### config.mk
export PLATFORM = sky130hd
export DESIGN_NAME = mrv1_itag_queue
export DESIGN_NICKNAME = d
export VERILOG_FILES = /design/src/rtl/mrv1_itag_queue.sv
export SDC_FILE = /design/constraint.sdc
export NUM_CORES = 2
export LEC_CHECK = 0
export CORE_AREA = 4 4 346 348
export DETAILED_ROUTE_END_ITERATION = 10
export DIE_AREA = 0 0 350 352
export GPL_ROUTABILITY_DRIVEN = 1
export PLACE_DENSITY = 0.74
export SKIP_LAST_GASP = 1
export SLEW_MARGIN = 20
export SYNTH_ARGS = -nofsm -noshare
export SYNTH_HDL_FRONTEND = slang
export SYNTH_SLANG_ARGS = --single-unit
export TNS_END_PERCENT = 100
### constraint.sdc
create_clock -name clk_i -period 4.3 [get_ports clk_i]
set_clock_uncertainty 0.05 [all_clocks]
set_input_delay 0.43 -clock clk_i [delete_from_list [all_inputs] [get_ports clk_i]]
set_output_delay 0.43 -clock clk_i [all_outputs]
set_load 0.05 [all_outputs]
### src/rtl/mrv1_itag_queue.sv
// mrv1_itag_queue: per-thread in-order itag allocator and destination-register queue.
// Latency: a dispatch or retire is visible on iq_rd_*, occ_o and retire_itag_o one cycle later.
// Backpressure: disp_rdy_o drops when the selected thread holds iqueue_size_lp entries.
//
// Ports:
//   clk_i, rst_ni      clock and synchronous active-low reset
//   disp_*             dispatch request: thread, dest-reg valid/address; rdy and allocated itag back
//   tw_flush_i         per-thread flush; empties that thread's queue
//   retire_cnt_i       per-thread count of entries retired this cycle
//   retire_rdy_o       per-thread non-empty flag; retire_itag_o is the per-thread head itag
//   iq_rd_vld_o/addr_o per-entry destination-register view; unoccupied entries read 0
//   occ_o              per-thread occupancy
module mrv1_itag_queue #(
  parameter int NUM_TW_P        = 8,
  parameter int ITAG_WIDTH_P    = 4,
  parameter int rf_addr_width_p = 5,
  localparam int twid_width_lp  = $clog2(NUM_TW_P),
  localparam int iqueue_size_lp = 1 << ITAG_WIDTH_P
) (
  input  logic                                                 clk_i,
  input  logic                                                 rst_ni,
  input  logic                                                 disp_vld_i,
  input  logic [twid_width_lp-1:0]                             disp_twid_i,
  input  logic                                                 disp_rd_vld_i,
  input  logic [rf_addr_width_p-1:0]                           disp_rd_addr_i,
  output logic                                                 disp_rdy_o,
  output logic [ITAG_WIDTH_P-1:0]                              disp_itag_o,
  input  logic [NUM_TW_P-1:0]                                  tw_flush_i,
  input  logic [NUM_TW_P*ITAG_WIDTH_P-1:0]                     retire_cnt_i,
  output logic [NUM_TW_P-1:0]                                  retire_rdy_o,
  output logic [NUM_TW_P*ITAG_WIDTH_P-1:0]                     retire_itag_o,
  output logic [NUM_TW_P*iqueue_size_lp-1:0]                   iq_rd_vld_o,
  output logic [NUM_TW_P*iqueue_size_lp*rf_addr_width_p-1:0]   iq_rd_addr_o,
  output logic [NUM_TW_P*(ITAG_WIDTH_P+1)-1:0]                 occ_o
);

  localparam logic [ITAG_WIDTH_P:0] full_cnt_lp = (ITAG_WIDTH_P+1)'(iqueue_size_lp);

  logic [ITAG_WIDTH_P-1:0]    head_q    [NUM_TW_P];
  logic [ITAG_WIDTH_P-1:0]    tail_q    [NUM_TW_P];
  logic [ITAG_WIDTH_P:0]      cnt_q     [NUM_TW_P];
  logic [iqueue_size_lp-1:0]  rd_vld_q  [NUM_TW_P];
  logic [rf_addr_width_p-1:0] rd_addr_q [NUM_TW_P][iqueue_size_lp];

  logic [NUM_TW_P-1:0]        acc;
  logic [ITAG_WIDTH_P:0]      ret_r     [NUM_TW_P];
  logic [iqueue_size_lp-1:0]  ret_clr   [NUM_TW_P];

  // Readiness looks only at registered occupancy, so a retire in the same
  // cycle never opens a slot for a dispatch.
  assign disp_rdy_o  = (cnt_q[disp_twid_i] != full_cnt_lp);
  assign disp_itag_o = tail_q[disp_twid_i];

  always_comb begin
    for (int t = 0; t < NUM_TW_P; t++) begin
      acc[t]     = 1'b0;
      ret_r[t]   = '0;
      ret_clr[t] = '0;
    end
    for (int t = 0; t < NUM_TW_P; t++) begin
      acc[t] = disp_vld_i & disp_rdy_o & ~tw_flush_i[t] &
               (disp_twid_i == twid_width_lp'(t));
      // Clamp the retire count to what the thread actually holds.
      if ({1'b0, retire_cnt_i[t*ITAG_WIDTH_P +: ITAG_WIDTH_P]} > cnt_q[t])
        ret_r[t] = cnt_q[t];
      else
        ret_r[t] = {1'b0, retire_cnt_i[t*ITAG_WIDTH_P +: ITAG_WIDTH_P]};
      // Entry i is retired when its distance from head (mod depth) is below r.
      for (int i = 0; i < iqueue_size_lp; i++)
        ret_clr[t][i] = ({1'b0, ITAG_WIDTH_P'(i) - head_q[t]} < ret_r[t]);
    end
  end

  always_ff @(posedge clk_i) begin
    for (int t = 0; t < NUM_TW_P; t++) begin
      if (!rst_ni || tw_flush_i[t]) begin
        head_q[t]   <= '0;
        tail_q[t]   <= '0;
        cnt_q[t]    <= '0;
        rd_vld_q[t] <= '0;
        for (int i = 0; i < iqueue_size_lp; i++)
          rd_addr_q[t][i] <= '0;
      end else begin
        head_q[t] <= head_q[t] + ITAG_WIDTH_P'(ret_r[t]);
        tail_q[t] <= tail_q[t] + ITAG_WIDTH_P'(acc[t]);
        cnt_q[t]  <= cnt_q[t] + (ITAG_WIDTH_P+1)'(acc[t]) - ret_r[t];
        // The tail slot is never occupied on accept, so the retire clear and
        // the dispatch write cannot target the same entry.
        for (int i = 0; i < iqueue_size_lp; i++) begin
          if (ret_clr[t][i]) begin
            rd_vld_q[t][i]  <= 1'b0;
            rd_addr_q[t][i] <= '0;
          end else if (acc[t] && (tail_q[t] == ITAG_WIDTH_P'(i))) begin
            rd_vld_q[t][i]  <= disp_rd_vld_i;
            rd_addr_q[t][i] <= disp_rd_vld_i ? disp_rd_addr_i : '0;
          end
        end
      end
    end
  end

  for (genvar t = 0; t < NUM_TW_P; t++) begin : g_out
    assign retire_rdy_o[t]                                   = (cnt_q[t] != '0);
    assign retire_itag_o[t*ITAG_WIDTH_P +: ITAG_WIDTH_P]     = head_q[t];
    assign iq_rd_vld_o[t*iqueue_size_lp +: iqueue_size_lp]   = rd_vld_q[t];
    assign occ_o[t*(ITAG_WIDTH_P+1) +: ITAG_WIDTH_P+1]       = cnt_q[t];
    for (genvar i = 0; i < iqueue_size_lp; i++) begin : g_ent
      assign iq_rd_addr_o[(t*iqueue_size_lp+i)*rf_addr_width_p +: rf_addr_width_p] = rd_addr_q[t][i];
    end
  end

endmodule

==> out/metrics.cfg <==
[worst_setup_path]
cpPeakStageDelay_ns = 0.78
slowest_stage = or4_2
critPathCaptureType = output port
arrival_ns = 3.55
required_ns = 3.82
critPathLaunchType = flop
critPathKind = reg -> out
crit_chain = buf_4 > nor4b_2 > a211oi_1 > or4_2 > o21ai_4 > buf_8 > inv_1 > buf_4
cp_max_fo = 46
crit_top_cell = buf_4

[global_route]
antenna_found_initial = 14
track_usage = 0.2831
globalRouteMet3Util = 0.09388
grtUsageMet1 = 0.3415
grt_pass1_vias = 35994
grt-busiest-layer = met2
grt_max_degree = 49
grt_overflow = 0
use_met2 = 0.4597
grt_pass1_wl_um = 255400

[power]
p_leak_nw = 23.09
vdd_ir_drop_max_v = 0.0006308
power_density_nw_per_um2 = 851.5

[cells_and_area]
drive_gt1_frac = 0.1010
fin_cells = 6484
fin_nets = 5372
final_util = 0.5185
multiInputGateArea_sq_um = 18160
seqCellArea_sq_um = 25140
fin_area_sq_um = 60250
num-fill-cells = 9999
syn_to_final_growth_pct = 34.08

[synth]
synth-simple-area-share = 0.1515
synth_top_cell_by_area = edfxtp_1
yosys_warnings = 0
syn-cell-area_sq_um = 44930
synth-xor-area-share = 0.02631
synth_seq_cells = 872
synth_area_leaders = edfxtp_1 (51%), ha_1 (12%), nor3_1 (7.7%)
netlist_instances = 3785
postSynthAreaPerCell_sq_um = 11.87
synthTopCellsByCount = edfxtp_1 (768), nor3_1 (694), ha_1 (432), inv_1 (244), nand2_1 (207)
synth-async-reset-ratio = 0
synthFlopType = edfxtp_1
synth.distinct_cells = 73
synth_top_family_by_area = simple AND/OR/NAND/NOR gates
yosysSeqAreaShare = 0.5596
synthMuxAreaShare = 0.01415
synth_edf_count = 768
synthAdderAreaFrac = 0.1274
synth.most_common_cell = edfxtp_1
synth_top_area_share = 0.5133
synth_compound_area_frac = 0.08345
syn-num-nets = 4285

[clocking]
cts_max_path_buffers = 3
cts_inserted_buffers = 94
numClockSinks = 872
cts_hold_buf = 0
root_buffer = clkbuf_16
cts_tree = done
clkTransAtPathRegs_ns = 0.06
clk_latency_ns = 0.69
cts_htree_levels = 3

[detailed_routing]
routedWlPerCell_um = 27.88
drt_iter0_drc = 4148
ant_nets = 0
firstDrtPassIters = 6
num_vias = 37117
routed_via_density = 5.724
drc = 0
wirelength_um = 180800

[sta]
finalSetupTns_ns = 0
worstMarginPinSlew_ns = 1.159
finalMaxSlewViolations = 0
max_slew_margin = 0.2208
hold_violations = 0
period_minus_slack_ns = 4.032
rsz0062_at_grt = false
max_clock_freq_ghz = 0.2480
period_share = 0.9378
setup_violations = 0

[place]
place_congestion = 0.9413
dp_cells = 6298
dp_hpwl_um = 140100
numPortBuffers = 904
placed_cell_area_sq_um = 57080

[run_status]
status = complete, no violations

[floorplanning]
dieWidth_um = 350
initial_core_util = 0.3867
rows = 125
core_area_sq_um = 116200
dieArea_sq_um = 123200
io_pins = 905
die_h_um = 352

[flow_run]
maxCapViolCount = 0

[worst_hold_path]
min_path_type = in -> reg

state kept, by name (all words and copies together) (netlist names):
| signal | cells |
|---|---|
| tail_q | 32 |
| cnt_q | 40 |
| rd_addr_q | 640 |
| rd_vld_q | 128 |
| head_q | 32 |
what timing repair did:
| action | CTS | global route |
|---|---|---|
| endpoints found under the hold margin | 0 | 0 |
| buffers inserted | 0 | 2 |
| pin swaps | 0 | 1 |
| gates resized for setup | 2 | 0 |
| endpoints found under the setup margin | 1 | 1 |
stage by stage:
step	hold slack (ns)	setup WS, ns	total power [mW]
2_1_floorplan	0.4684	0.002298	31.07
3_3_place_gp	0.5673	0.005384	42.36
3_5_place_dp	0.5774	0.03641	42.80
4_1_cts	0.4102	0.02713	51.18
5_1_grt	0.4587	0.1400	53.57
6_report	0.4579	0.2675	51.30
power by group:
part	total [mW]	switching [mW]	internal [mW]
registers	13.8	1.68	12.1
clock network	8.26	3.59	4.66
logic	29.2	19.5	9.70
total	51.3	24.8	26.5
logic make-up after synthesis:
group | count (synthesis)
AOI/OAI and AO/OA | 517
xor gates and xnor gates | 135
adders and majority gates | 448
buffers and inverters | 412
DFF | 872
muxes | 51
and+or+nand+nor | 1350
worst max-delay path, delay by kind of cell (launching register included):
| family | cells | cell delay (ns) |
|---|---|---|
| compound gates | 2 | 0.47 |
| simple gates | 2 | 1.25 |
| buf+inv | 4 | 0.76 |
| flops | 1 | 0.34 |
final timing paths:
check,from,endpoint,slack (ns),cells after the start
worst max register to register,cnt_q[0][1],cnt_q[1][4],0.32,16
worst min-delay path,rst_ni,tail_q[1][1],0.46,3
worst max-delay path,cnt_q[0][1],disp_rdy_o,0.27,8
worst min register to register,tail_q[4][3],tail_q[4][3],0.57,2
metal layers:
metal | wire length [um] | up-vias
met2 | 83610 | 2313
met1 | 66040 | 18018
met3 | 21890 | 403
li1 | - | 16379
met5 | 21 | -
met4 | 9224 | 4
cell type report:
type,count,share of cell area
sequential,872,0.4174
multi-input combinational,2501,0.3014
timing repair buffer,1158,0.1824
clock buffer,121,0.04241
tap,1524,0.03165
inverter,245,0.01526
clock inverter,52,0.009034
antenna,11,0.0004569
layout by cell type (no fill, tap or decap), drive strengths merged, types with 9 or more instances in the layout:
| master | netlist | layout |
|---|---|---|
| a211o | 43 | 43 |
| nand3 | 34 | 34 |
| ha | 432 | 432 |
| o21ai | 53 | 53 |
| nand2 | 218 | 218 |
| edfxtp | 768 | 768 |
| nor2b | 21 | 21 |
| or3 | 9 | 9 |
| diode | 0 | 11 |
| xnor2 | 87 | 87 |
| nor4b | 15 | 15 |
| nor3 | 695 | 695 |
| nand3b | 10 | 10 |
| a21oi | 161 | 161 |
| nor3b | 10 | 10 |
| clkinv | 0 | 27 |
| xor2 | 48 | 48 |
| and3 | 12 | 12 |
| fa | 16 | 16 |
| inv | 245 | 254 |
| mux2 | 20 | 20 |
| and2 | 50 | 50 |
| o21bai | 17 | 17 |
| nor4 | 99 | 99 |
| o21a | 13 | 13 |
| mux2i | 23 | 23 |
| clkinvlp | 0 | 9 |
| clkbuf | 93 | 121 |
| clkdlybuf4s50 | 0 | 899 |
| a21o | 108 | 108 |
| o2111ai | 12 | 12 |
| buf | 74 | 259 |
| nor2 | 139 | 139 |
| nand2b | 23 | 23 |
| a311o | 64 | 64 |
| dfxtp | 104 | 104 |
(Power assumes the default switching activity.)
